`src/rtl/lock_controller_if.sv`:
```
// Signal bundle between lock_controller, the keypad front-end and the detector.
// master is the controller side; slave is the keypad/detector environment.
interface lock_controller_if;
   logic       btn_zero;
   logic       btn_one;
   logic       lock_req;
   logic       det_unlock;
   logic       det_zero;
   logic       det_one;
   logic       det_reset;
   logic       unlocked;
   logic       locked_out;
   logic       attempt_active;
   logic [3:0] fail_count;

   modport master (
      input  btn_zero, btn_one, lock_req, det_unlock,
      output det_zero, det_one, det_reset, unlocked, locked_out, attempt_active, fail_count
   );

   modport slave (
      output btn_zero, btn_one, lock_req, det_unlock,
      input  det_zero, det_one, det_reset, unlocked, locked_out, attempt_active, fail_count
   );
endinterface

```
`src/rtl/lock_controller.sv`:
```
// Attempt sequencer for the combination-lock detector: symbol pulses, judging, lockout, relock.
// Define LOCK_CTRL_AUTO_RELOCK_EN to relock automatically after OPEN_CYCLES open cycles.
module lock_controller #(
   parameter int unsigned DIGITS         = 6,
   parameter int unsigned MAX_FAILS      = 3,
   parameter int unsigned LOCKOUT_CYCLES = 1000,
   parameter int unsigned ENTRY_TIMEOUT  = 500,
   parameter int unsigned OPEN_CYCLES    = 2000,
   parameter int unsigned CW             = 16
) (
   input  logic              clk,
   input  logic              reset_n,
   lock_controller_if.master bus
);
   localparam int unsigned NW = $clog2(DIGITS + 1);

   if ((ENTRY_TIMEOUT >> CW) != 0 || (LOCKOUT_CYCLES >> CW) != 0 || (OPEN_CYCLES >> CW) != 0 ||
       MAX_FAILS == 0 || MAX_FAILS > 15) begin : g_bad_params
      $error("lock_controller: parameter out of range");
   end

   typedef enum logic [2:0] {
      StIdle, StEntry, StCheck, StFail, StLockout, StOpen, StClear
   } state_e;

   state_e          state_q, state_d;
   logic [NW-1:0]   digits_q, digits_d;
   logic [CW-1:0]   timer_q, timer_d;
   logic [3:0]      fails_q, fails_d;
   logic            prev_zero_q, prev_one_q;
   logic            det_zero_q, det_zero_d;
   logic            det_one_q, det_one_d;
   logic            det_reset_q, unlocked_q, locked_out_q, active_q;
   logic            rise_zero, rise_one, symbol;

   assign rise_zero = bus.btn_zero & ~prev_zero_q;
   assign rise_one  = bus.btn_one & ~prev_one_q;
   assign symbol    = rise_zero ^ rise_one;

   always_comb begin
      state_d    = state_q;
      digits_d   = digits_q;
      timer_d    = timer_q + CW'(1);
      fails_d    = fails_q;
      det_zero_d = 1'b0;
      det_one_d  = 1'b0;
      unique case (state_q)
         StIdle: begin
            if (symbol) begin
               det_zero_d = rise_zero;
               det_one_d  = rise_one;
               digits_d   = NW'(1);
               timer_d    = '0;
               state_d    = StEntry;
            end
         end
         StEntry: begin
            // Hold one cycle after the last pulse so the detector has absorbed it before CHECK.
            if (digits_q == NW'(DIGITS)) begin
               state_d = StCheck;
            end else if (symbol) begin
               det_zero_d = rise_zero;
               det_one_d  = rise_one;
               digits_d   = digits_q + NW'(1);
               timer_d    = '0;
            end else if (timer_q == CW'(ENTRY_TIMEOUT)) begin
               state_d = StClear;
            end
         end
         StCheck: begin
            if (bus.det_unlock) begin
               fails_d = '0;
               timer_d = '0;
               state_d = StOpen;
            end else begin
               state_d = StFail;
            end
         end
         StFail: begin
            fails_d = fails_q + 4'd1;
            if (fails_d == 4'(MAX_FAILS)) begin
               timer_d = '0;
               state_d = StLockout;
            end else begin
               state_d = StClear;
            end
         end
         StLockout: begin
            if (timer_q == CW'(LOCKOUT_CYCLES - 1)) begin
               fails_d = '0;
               state_d = StClear;
            end
         end
         StOpen: begin
`ifdef LOCK_CTRL_AUTO_RELOCK_EN
            if (bus.lock_req || timer_q == CW'(OPEN_CYCLES - 1)) state_d = StClear;
`else
            if (bus.lock_req) state_d = StClear;
`endif
         end
         StClear: begin
            digits_d = '0;
            state_d  = StIdle;
         end
         default: state_d = StIdle;
      endcase
   end

   always_ff @(posedge clk or negedge reset_n) begin
      if (!reset_n) begin
         state_q      <= StIdle;
         digits_q     <= '0;
         timer_q      <= '0;
         fails_q      <= '0;
         prev_zero_q  <= 1'b0;
         prev_one_q   <= 1'b0;
         det_zero_q   <= 1'b0;
         det_one_q    <= 1'b0;
         det_reset_q  <= 1'b1;
         unlocked_q   <= 1'b0;
         locked_out_q <= 1'b0;
         active_q     <= 1'b0;
      end else begin
         state_q      <= state_d;
         digits_q     <= digits_d;
         timer_q      <= timer_d;
         fails_q      <= fails_d;
         prev_zero_q  <= bus.btn_zero;
         prev_one_q   <= bus.btn_one;
         det_zero_q   <= det_zero_d;
         det_one_q    <= det_one_d;
         det_reset_q  <= (state_d == StClear);
         unlocked_q   <= (state_d == StOpen);
         locked_out_q <= (state_d == StLockout);
         active_q     <= (state_d == StEntry) || (state_d == StCheck);
      end
   end

   assign bus.det_zero       = det_zero_q;
   assign bus.det_one        = det_one_q;
   assign bus.det_reset      = det_reset_q;
   assign bus.unlocked       = unlocked_q;
   assign bus.locked_out     = locked_out_q;
   assign bus.attempt_active = active_q;
   assign bus.fail_count     = fails_q;
endmodule

```
`src/flat_wrapper.sv`:
```
// flat-port wrapper written by rule: the top's interface ports become plain ports
module lock_controller_flat 
#(
   parameter int unsigned DIGITS         = 6,
   parameter int unsigned MAX_FAILS      = 3,
   parameter int unsigned LOCKOUT_CYCLES = 1000,
   parameter int unsigned ENTRY_TIMEOUT  = 500,
   parameter int unsigned OPEN_CYCLES    = 2000,
   parameter int unsigned CW             = 16
)
  (clk, reset_n, bus_btn_zero, bus_btn_one, bus_lock_req, bus_det_unlock, bus_det_zero, bus_det_one, bus_det_reset, bus_unlocked, bus_locked_out, bus_attempt_active, bus_fail_count);
  lock_controller_if bus_i ();
  input  logic clk;
  input  logic reset_n;
  input wire logic [$bits(bus_i.btn_zero)-1:0] bus_btn_zero;
  input wire logic [$bits(bus_i.btn_one)-1:0] bus_btn_one;
  input wire logic [$bits(bus_i.lock_req)-1:0] bus_lock_req;
  input wire logic [$bits(bus_i.det_unlock)-1:0] bus_det_unlock;
  output wire logic [$bits(bus_i.det_zero)-1:0] bus_det_zero;
  output wire logic [$bits(bus_i.det_one)-1:0] bus_det_one;
  output wire logic [$bits(bus_i.det_reset)-1:0] bus_det_reset;
  output wire logic [$bits(bus_i.unlocked)-1:0] bus_unlocked;
  output wire logic [$bits(bus_i.locked_out)-1:0] bus_locked_out;
  output wire logic [$bits(bus_i.attempt_active)-1:0] bus_attempt_active;
  output wire logic [$bits(bus_i.fail_count)-1:0] bus_fail_count;
  assign bus_i.btn_zero = bus_btn_zero;
  assign bus_i.btn_one = bus_btn_one;
  assign bus_i.lock_req = bus_lock_req;
  assign bus_i.det_unlock = bus_det_unlock;
  assign bus_det_zero = bus_i.det_zero;
  assign bus_det_one = bus_i.det_one;
  assign bus_det_reset = bus_i.det_reset;
  assign bus_unlocked = bus_i.unlocked;
  assign bus_locked_out = bus_i.locked_out;
  assign bus_attempt_active = bus_i.attempt_active;
  assign bus_fail_count = bus_i.fail_count;
  lock_controller #(.DIGITS(DIGITS), .MAX_FAILS(MAX_FAILS), .LOCKOUT_CYCLES(LOCKOUT_CYCLES), .ENTRY_TIMEOUT(ENTRY_TIMEOUT), .OPEN_CYCLES(OPEN_CYCLES), .CW(CW)) u_core (.clk(clk), .reset_n(reset_n), .bus(bus_i));
endmodule
```
`config.mk`:
```
export PLATFORM = sky130hd
export DESIGN_NAME = lock_controller_flat
export DESIGN_NICKNAME = d
export VERILOG_FILES = /design/src/rtl/lock_controller_if.sv /design/src/rtl/lock_controller.sv /design/src/flat_wrapper.sv
export SDC_FILE = /design/constraint.sdc
export NUM_CORES = 1
export LEC_CHECK = 0
export ABC_AREA = 1
export ABC_CLOCK_PERIOD_IN_PS = 1800
export BUFFER_PORTS_ARGS = -buffer_cell sky130_fd_sc_hd__buf_2
export CAP_MARGIN = 20
export CORE_MARGIN = 8
export CORE_UTILIZATION = 55
export DETAILED_ROUTE_END_ITERATION = 7
export PLACE_DENSITY = 0.8
export SLEW_MARGIN = 30
export SYNTH_ARGS = -nofsm -noshare
export SYNTH_HDL_FRONTEND = slang
export SYNTH_SLANG_ARGS = --single-unit
```
`constraint.sdc`:
```
create_clock -name clk -period 1.8 [get_ports clk]
set_input_delay 0.36 -clock clk [delete_from_list [all_inputs] [get_ports clk]]
set_output_delay 0.36 -clock clk [all_outputs]
set_load 0.005 [all_outputs]
```
==> results of run 1 <==
power groups by stage:
stage          logic, mW  registers (mW)  clock network [mW]
6_report           0.927            1.10               0.534
5_1_grt             1.07            1.13               0.572
3_5_place_dp       0.908            1.12                   0
4_1_cts            0.917            1.11               0.550
2_1_floorplan      0.688            1.08                   0
3_3_place_gp       0.876            1.11                   0
placed cells by master, fill, tap and decap left out, types with 3 or more instances in the layout:
cell      netlist  routed
nor2_1         29      26
buf_2           0      15
xor2_1          4       4
nand3_1        14      14
inv_2           6       7
nand4_1         7       7
inv_1          53      52
nor2_2          6       9
nand3_2         6       6
nand2_1        55      51
dfrtp_1        33      33
clkbuf_1        0       3
buf_4           0       3
clkbuf_8        0       5
o21ai_0        12      11
nand2_2         6      10
ha_1            8       7
cell type report:
class	instances	area (sq um)	share of cell area
tap	48	60.06	0.02642
sequential	34	852.1	0.3748
multi-input combinational	166	962.2	0.4232
inverter	59	221.5	0.09741
timing repair buffer	18	97.59	0.04293
clock buffer	8	80.08	0.03522
cell families (layout without fill, tap and decap cells):
family          Yosys count  after routing  share of synthesized area
simple gates            128            128                     0.3078
buf+inv                  61             85                     0.1203
flops                    34             34                     0.4201
compound gates           25             25                    0.08081
fa+ha+maj                 8              8                    0.04935
xor+xnor                  5              5                    0.02159
per-stage QoR:
stage	hold WS, ns	TNS [ns]
after floorplan	0.06441	0
after global placement	0.4562	-0.04750
after detailed placement	0.4622	-0.7389
after CTS	0.1565	0
after global routing	0.1819	-0.02165
final	0.1308	0
metal layers:
metal  routed length, um  track usage  vias to the layer above
met5                   0            0                        -
met4                  71      0.07115                        0
met3                 212      0.04312                        5
met2                1859       0.2379                       37
met1                1761       0.1673                      753
li1                    -            -                      846
worst min-delay path by stage:
stage                                     end  slack [ns]  depth (start not counted)
global route               u_core.prev_zero_q        0.18                          1
CTS                        u_core.digits_q[0]        0.16                          1
floorplan           u_core.bus.attempt_active        0.06                          0
detailed placement         u_core.digits_q[0]        0.46                          1
global placement           u_core.digits_q[0]        0.46                          1
finish                     u_core.digits_q[0]        0.13                          1
synthesized netlist by cell type, drive strengths merged, types with 4 or more instances:
cell / count
nand2: 62
inv: 59
nor2: 37
dfrtp: 33
nand3: 20
o21ai: 13
ha: 8
nand4: 8
xor2: 4
registers in the layout (all words and copies together) (netlist names):
signal / count
u_core.bus.attempt_active: 1
u_core.digits_q: 3
u_core.bus.det_reset: 1
u_core.timer_q: 16
u_core.bus.det_one: 1
u_core.bus.locked_out: 1
u_core.bus.unlocked: 1
u_core.bus.det_zero: 1
u_core.prev_zero_q: 1
u_core.bus.fail_count: 4
u_core.state_q: 3
u_core.prev_one_q: 1
what timing repair did:
item                                    CTS  global route
setup buffers                             0             0
endpoints found under the setup margin    0            23
gates resized for setup                   0            10
worst reg2reg max path: stages, from the launching register on:
cell,delay (ns)
dfrtp_1,0.37
nor2_2,0.11
inv_2,0.06
ha_4,0.23
nor2_1,0.08
o21ai_0,0.08
nand2_1,0.11
nand4_4,0.25
o211ai_1,0.18
inv_1,0.06
==> run summary, run 1 <==
Max Cap Viol: 0
power per cell area: 1128 nW/um^2
Crit Path Category: flip-flop to flip-flop
CTS tree: done
largest net degree at the start of global routing: 35
Sw Share: 0.3940
largest delay contributor family on the critical path: simple AND/OR/NAND/NOR gates
vias in the first global route: 1,666
post-synth top area cell: dfrtp_1
run status: completed
total power: 2.565 mW
nature of the critical path startpoint: flip-flop
Via-to-Cell Ratio: 4.928
initial cell density of the core: 0.5625
crit path DAT: 1.83 ns
PnR worst setup slack: 0.1364 ns
Final setup viols: 0
Routed WL per cell: 11.73 um
CP Launch Point: u_core.prev_zero_q
die width: 76.73 um
total wire length: 3905 um
filler instances: 338
clock share of power: 0.208
Leak Pwr: 1.278 nW
synthesis-stage register bit count: 34
antenna viol nets, final: 0
full die area: 5887 sq um
Fmax: 601.1 MHz
Finished Core Util: 0.6305
Main synth FF type: dfrtp_1
Async SR Flop Fraction: 1.000
Core Rows: 22
placed cell areas: 2163 sq um
Gate power share: 0.361
CTS Root Cell: clkbuf_8
share of cells above drive strength 1: 0.2281
EDFF count, synth: 0
H-tree levels: 2
CP endpoint kind: flip-flop
drc violations: 0
Register-to-Register Path Depth: 9
FF-to-FF End: u_core.timer_q[9]
worst-path cell with the longest stage delay: dfrtp_1
Layout Skew: 0.004521 ns
Crit Reg-Reg Startpoint: u_core.prev_zero_q
global-route wire length before repair: 7100 um
crit path capture: u_core.timer_q[9]
Hold Fails Final Rpt: 0
worst hold path type: input pin to asynchronous set/reset pin
Placer Congestion: 0.8601
min cycle time layout: 1.664 ns
cell depth of the worst setup path: 9
Total GRT Usage: 0.1447
fin crit share: 0.9242
Flop pwr share: 0.431
vias: 1,641
RSZ-0062 raised after global routing: true
Syn Area/Cell: 7.771 sq um
Syn Nets: 275
slowest stage delay, CP: 0.37 ns
grt ovf: 0
number of port buffers: 15
Iter 0 DRT Violations: 99
sw power: 1.011 mW
Hold Buf Count CTS: 0
Clk Latency, worst-skew pair: 0.28 ns
Syn. warnings: 0
Pre-antenna DRT Iters: 4
non-filler cells, final: 333
dpl cells: 325
Crit Path Max Fanout: 15
Worst EP required: 1.97 ns
internal power: 1.555 mW
Peak supply drop: 0.0006572 V
number of buffers created by CTS: 5
largest cells by area after synthesis: dfrtp_1 (41%), nand2_1 (10%), inv_1 (9.8%)
Pins Over Slew Limit: 0
Slew HR: 0.5150
CP Cell Sequence: nor2_2, inv_2, ha_4, nor2_1, o21ai_0, nand2_1, nand4_4, o211ai_1, inv_1
diode count: 0
clock tree sinks: 34
initial antenna violation count: 0
dpl ws: -0.08989 ns
layout overhead on the synthesized area: 12.09%
core footprint: 3606 sq um
final instance area: 2273 sq um
Netlist cell types: 29
CTS clk-pin slew, worst paths: 0.07 ns
post-synthesis sequential area ratio: 0.4201
Worst Path Buf+Inv: 2
Syn Std Cell Area: 2028 sq um
Net count, final: 298
Slew @ Worst Pin: 0.7275 ns
# IOs: 16
Mapped Cells: 261
reg-to-reg setup timing slack: 0.14 ns
post-synth top area share: 0.4072
HPWL after detailed placement: 2989 um
DIE HEIGHT: 76.73 um
worst-case clock buffer depth: 2
Power figures use the tool's default switching activity.
==> run 2, diff against run 1 <==
--- a/config.mk
+++ b/config.mk
@@ -5,7 +5,6 @@
 export SDC_FILE = /design/constraint.sdc
 export NUM_CORES = 1
 export LEC_CHECK = 0
-export ABC_AREA = 1
 export ABC_CLOCK_PERIOD_IN_PS = 1800
 export BUFFER_PORTS_ARGS = -buffer_cell sky130_fd_sc_hd__buf_2
 export CAP_MARGIN = 20
==> run summary, run 2 <==
Final setup viols: 4
Largest register FFs: 16
number of port buffers: 15
Mapped Cells: 182
H-tree levels: 2
worst-path cell with the longest stage delay: dfrtp_1
Pins Over Slew Limit: 0
DIE HEIGHT: 74.03 um
post-synth top area cell: dfrtp_1
Worst EP required: 2.05 ns
initial cell density of the core: 0.5638
PnR worst setup slack: -0.1259 ns
# IOs: 16
Layout Skew: 0.006624 ns
synth cell count leaders: dfrtp_1 (33), nor2_1 (24), nand2_1 (13)
Leak Pwr: 1.105 nW
Crit Path Category: flip-flop to flip-flop
die width: 74.03 um
Max Cap Viol: 0
CTS clk-pin slew, worst paths: 0.10 ns
largest cells by area after synthesis: dfrtp_1 (45%), ha_1 (5.4%), xor2_1 (5.2%)
vias in the first global route: 1,554
Syn Std Cell Area: 1852 sq um
fin crit share: 1.070
worst-case clock buffer depth: 2
Main synth FF type: dfrtp_1
failing checks: setup timing
multi-input logic area: 1037 sq um
antenna viol nets, final: 0
nature of the critical path startpoint: flip-flop
slowest stage delay, CP: 0.37 ns
EDFF count, synth: 0
dpl ws: -0.2578 ns
Slew HR: 0.5059
total power: 3.028 mW
CP Cell Sequence: nand2b_4, ha_4, and4b_1, nand4_4, o311a_4, or2_4, nor3_2
most frequent cells in the layout: dfrtp_1 (30), nor2_1 (24), buf_4 (21)
Net count, final: 235
global-route wire length before repair: 6492 um
Iter 0 DRT Violations: 37
Syn. warnings: 0
post-synthesis sequential area ratio: 0.4601
run status: complete, but fails checks
layout overhead on the synthesized area: 23.85%
number of buffers created by CTS: 5
CTS tree: done
FF-to-FF End: u_core.bus.locked_out
reg-to-reg setup timing slack: -0.13 ns
min cycle time layout: 1.926 ns
filler instances: 229
Reg with most FFs: u_core.timer_q
commonest non-fill, non-tap cell in the layout: dfrtp_1
CP endpoint kind: flip-flop
RSZ-0062 raised after global routing: true
sum of negative setup slack: -0.4031 ns
Crit Path Max Fanout: 4
placed cell areas: 2127 sq um
drc violations: 0
Core Rows: 21
non-filler cells, final: 267
core footprint: 3284 sq um
Sequential cell area: 855.8 sq um
CTS Root Cell: clkbuf_4
dpl cells: 255
synthesis-stage register bit count: 34
grt ovf: 0
vias: 1,443
diode count: 0
worst hold path type: input pin to asynchronous set/reset pin
Fmax: 519.2 MHz
crit path DAT: 2.18 ns
Total GRT Usage: 0.1493
share of cells above drive strength 1: 0.3213
Register-to-Register Path Depth: 7
largest delay contributor family on the critical path: simple AND/OR/NAND/NOR gates
Pre-antenna DRT Iters: 4
Placer Congestion: 0.8723
Worst Path Buf+Inv: 0
Routed WL per cell: 14.00 um
initial antenna violation count: 0
Via-to-Cell Ratio: 5.404
Netlist cell types: 47
clock tree sinks: 34
largest net degree at the start of global routing: 35
total wire length: 3737 um
full die area: 5480 sq um
final instance area: 2293 sq um
top-count cell post-synth: dfrtp_1
Syn Area/Cell: 10.17 sq um
Hold Fails Final Rpt: 0
power per cell area: 1320 nW/um^2
Syn Nets: 196
Peak supply drop: 0.0005225 V
Async SR Flop Fraction: 1.000
HPWL after detailed placement: 2710 um
post-synth top area share: 0.4459
Slew @ Worst Pin: 0.7411 ns
CP Launch Point: u_core.prev_zero_q
Clk Latency, worst-skew pair: 0.33 ns
Crit Reg-Reg Startpoint: u_core.prev_zero_q
==> run 2: final cells by class <==
class	count	area share
repair buffers	37	0.1102
well taps	46	0.02510
multi-input cells	131	0.4523
inverters	12	0.01964
clock buffers	7	0.01964
flip-flops and latches	34	0.3732
==> run 2: logic make-up (layout without fill, tap and decap cells) <==
kind of cell / count (synthesis) / after routing / synth area share
adder cells (fa/ha/maj): 8 / 8 / 0.05406
buffers and inverters: 17 / 56 / 0.04189
AO/OA/AOI/OAI: 24 / 24 / 0.09866
multiplexers: 3 / 3 / 0.01689
flip-flops: 34 / 34 / 0.4601
AND/OR/NAND/NOR: 80 / 80 / 0.2527
XOR/XNOR: 16 / 16 / 0.07567
==> run 2: layer usage <==
layer,routed length (um),up-vias,GRT usage
met1,1585,702,0.1638
met3,139,12,0.02561
li1,-,703,-
met5,0,-,0
met2,1918,26,0.2646
met4,93,0,0.08426
==> run 2: worst max-delay path by stage <==
stage | endpoint | slack [ns] | depth (start not counted)
2_1_floorplan | u_core.bus.attempt_active | -0.003 | 6
3_3_place_gp | u_core.bus.attempt_active | -0.19 | 9
3_5_place_dp | u_core.timer_q[13] | -0.26 | 6
4_1_cts | u_core.bus.locked_out | -0.13 | 7
5_1_grt | u_core.bus.locked_out | -0.19 | 7
6_report | u_core.bus.locked_out | -0.13 | 7
==> run 2: metrics by stage <==
| stage | utilization | hold slack (ns) |
|---|---|---|
| 6_report | 0.6983 | 0.08302 |
| 5_1_grt | 0.6983 | 0.1432 |
| 4_1_cts | 0.6811 | 0.09650 |
| 3_5_place_dp | 0.6476 | 0.4631 |
| 3_3_place_gp | 0.6476 | 0.4519 |
| 2_1_floorplan | - | 0.06441 |
==> run 2: power by group <==
part / internal, mW / switching [mW] / leakage (nW) / total, mW
logic: 0.747 / 0.721 / 0.640 / 1.47
clock network: 0.147 / 0.231 / 0.0254 / 0.379
registers: 0.966 / 0.215 / 0.439 / 1.18
total: 1.86 / 1.17 / 1.11 / 3.03
==> run 2: timing repair <==
| action | CTS | global route |
|---|---|---|
| endpoints found under the setup margin | 20 | 23 |
| pin swaps | 5 | 5 |
| resized for setup | 5 | 13 |
| buffers inserted | 3 | 2 |
| hold buffers | 0 | 0 |
| gates cloned | 0 | 0 |
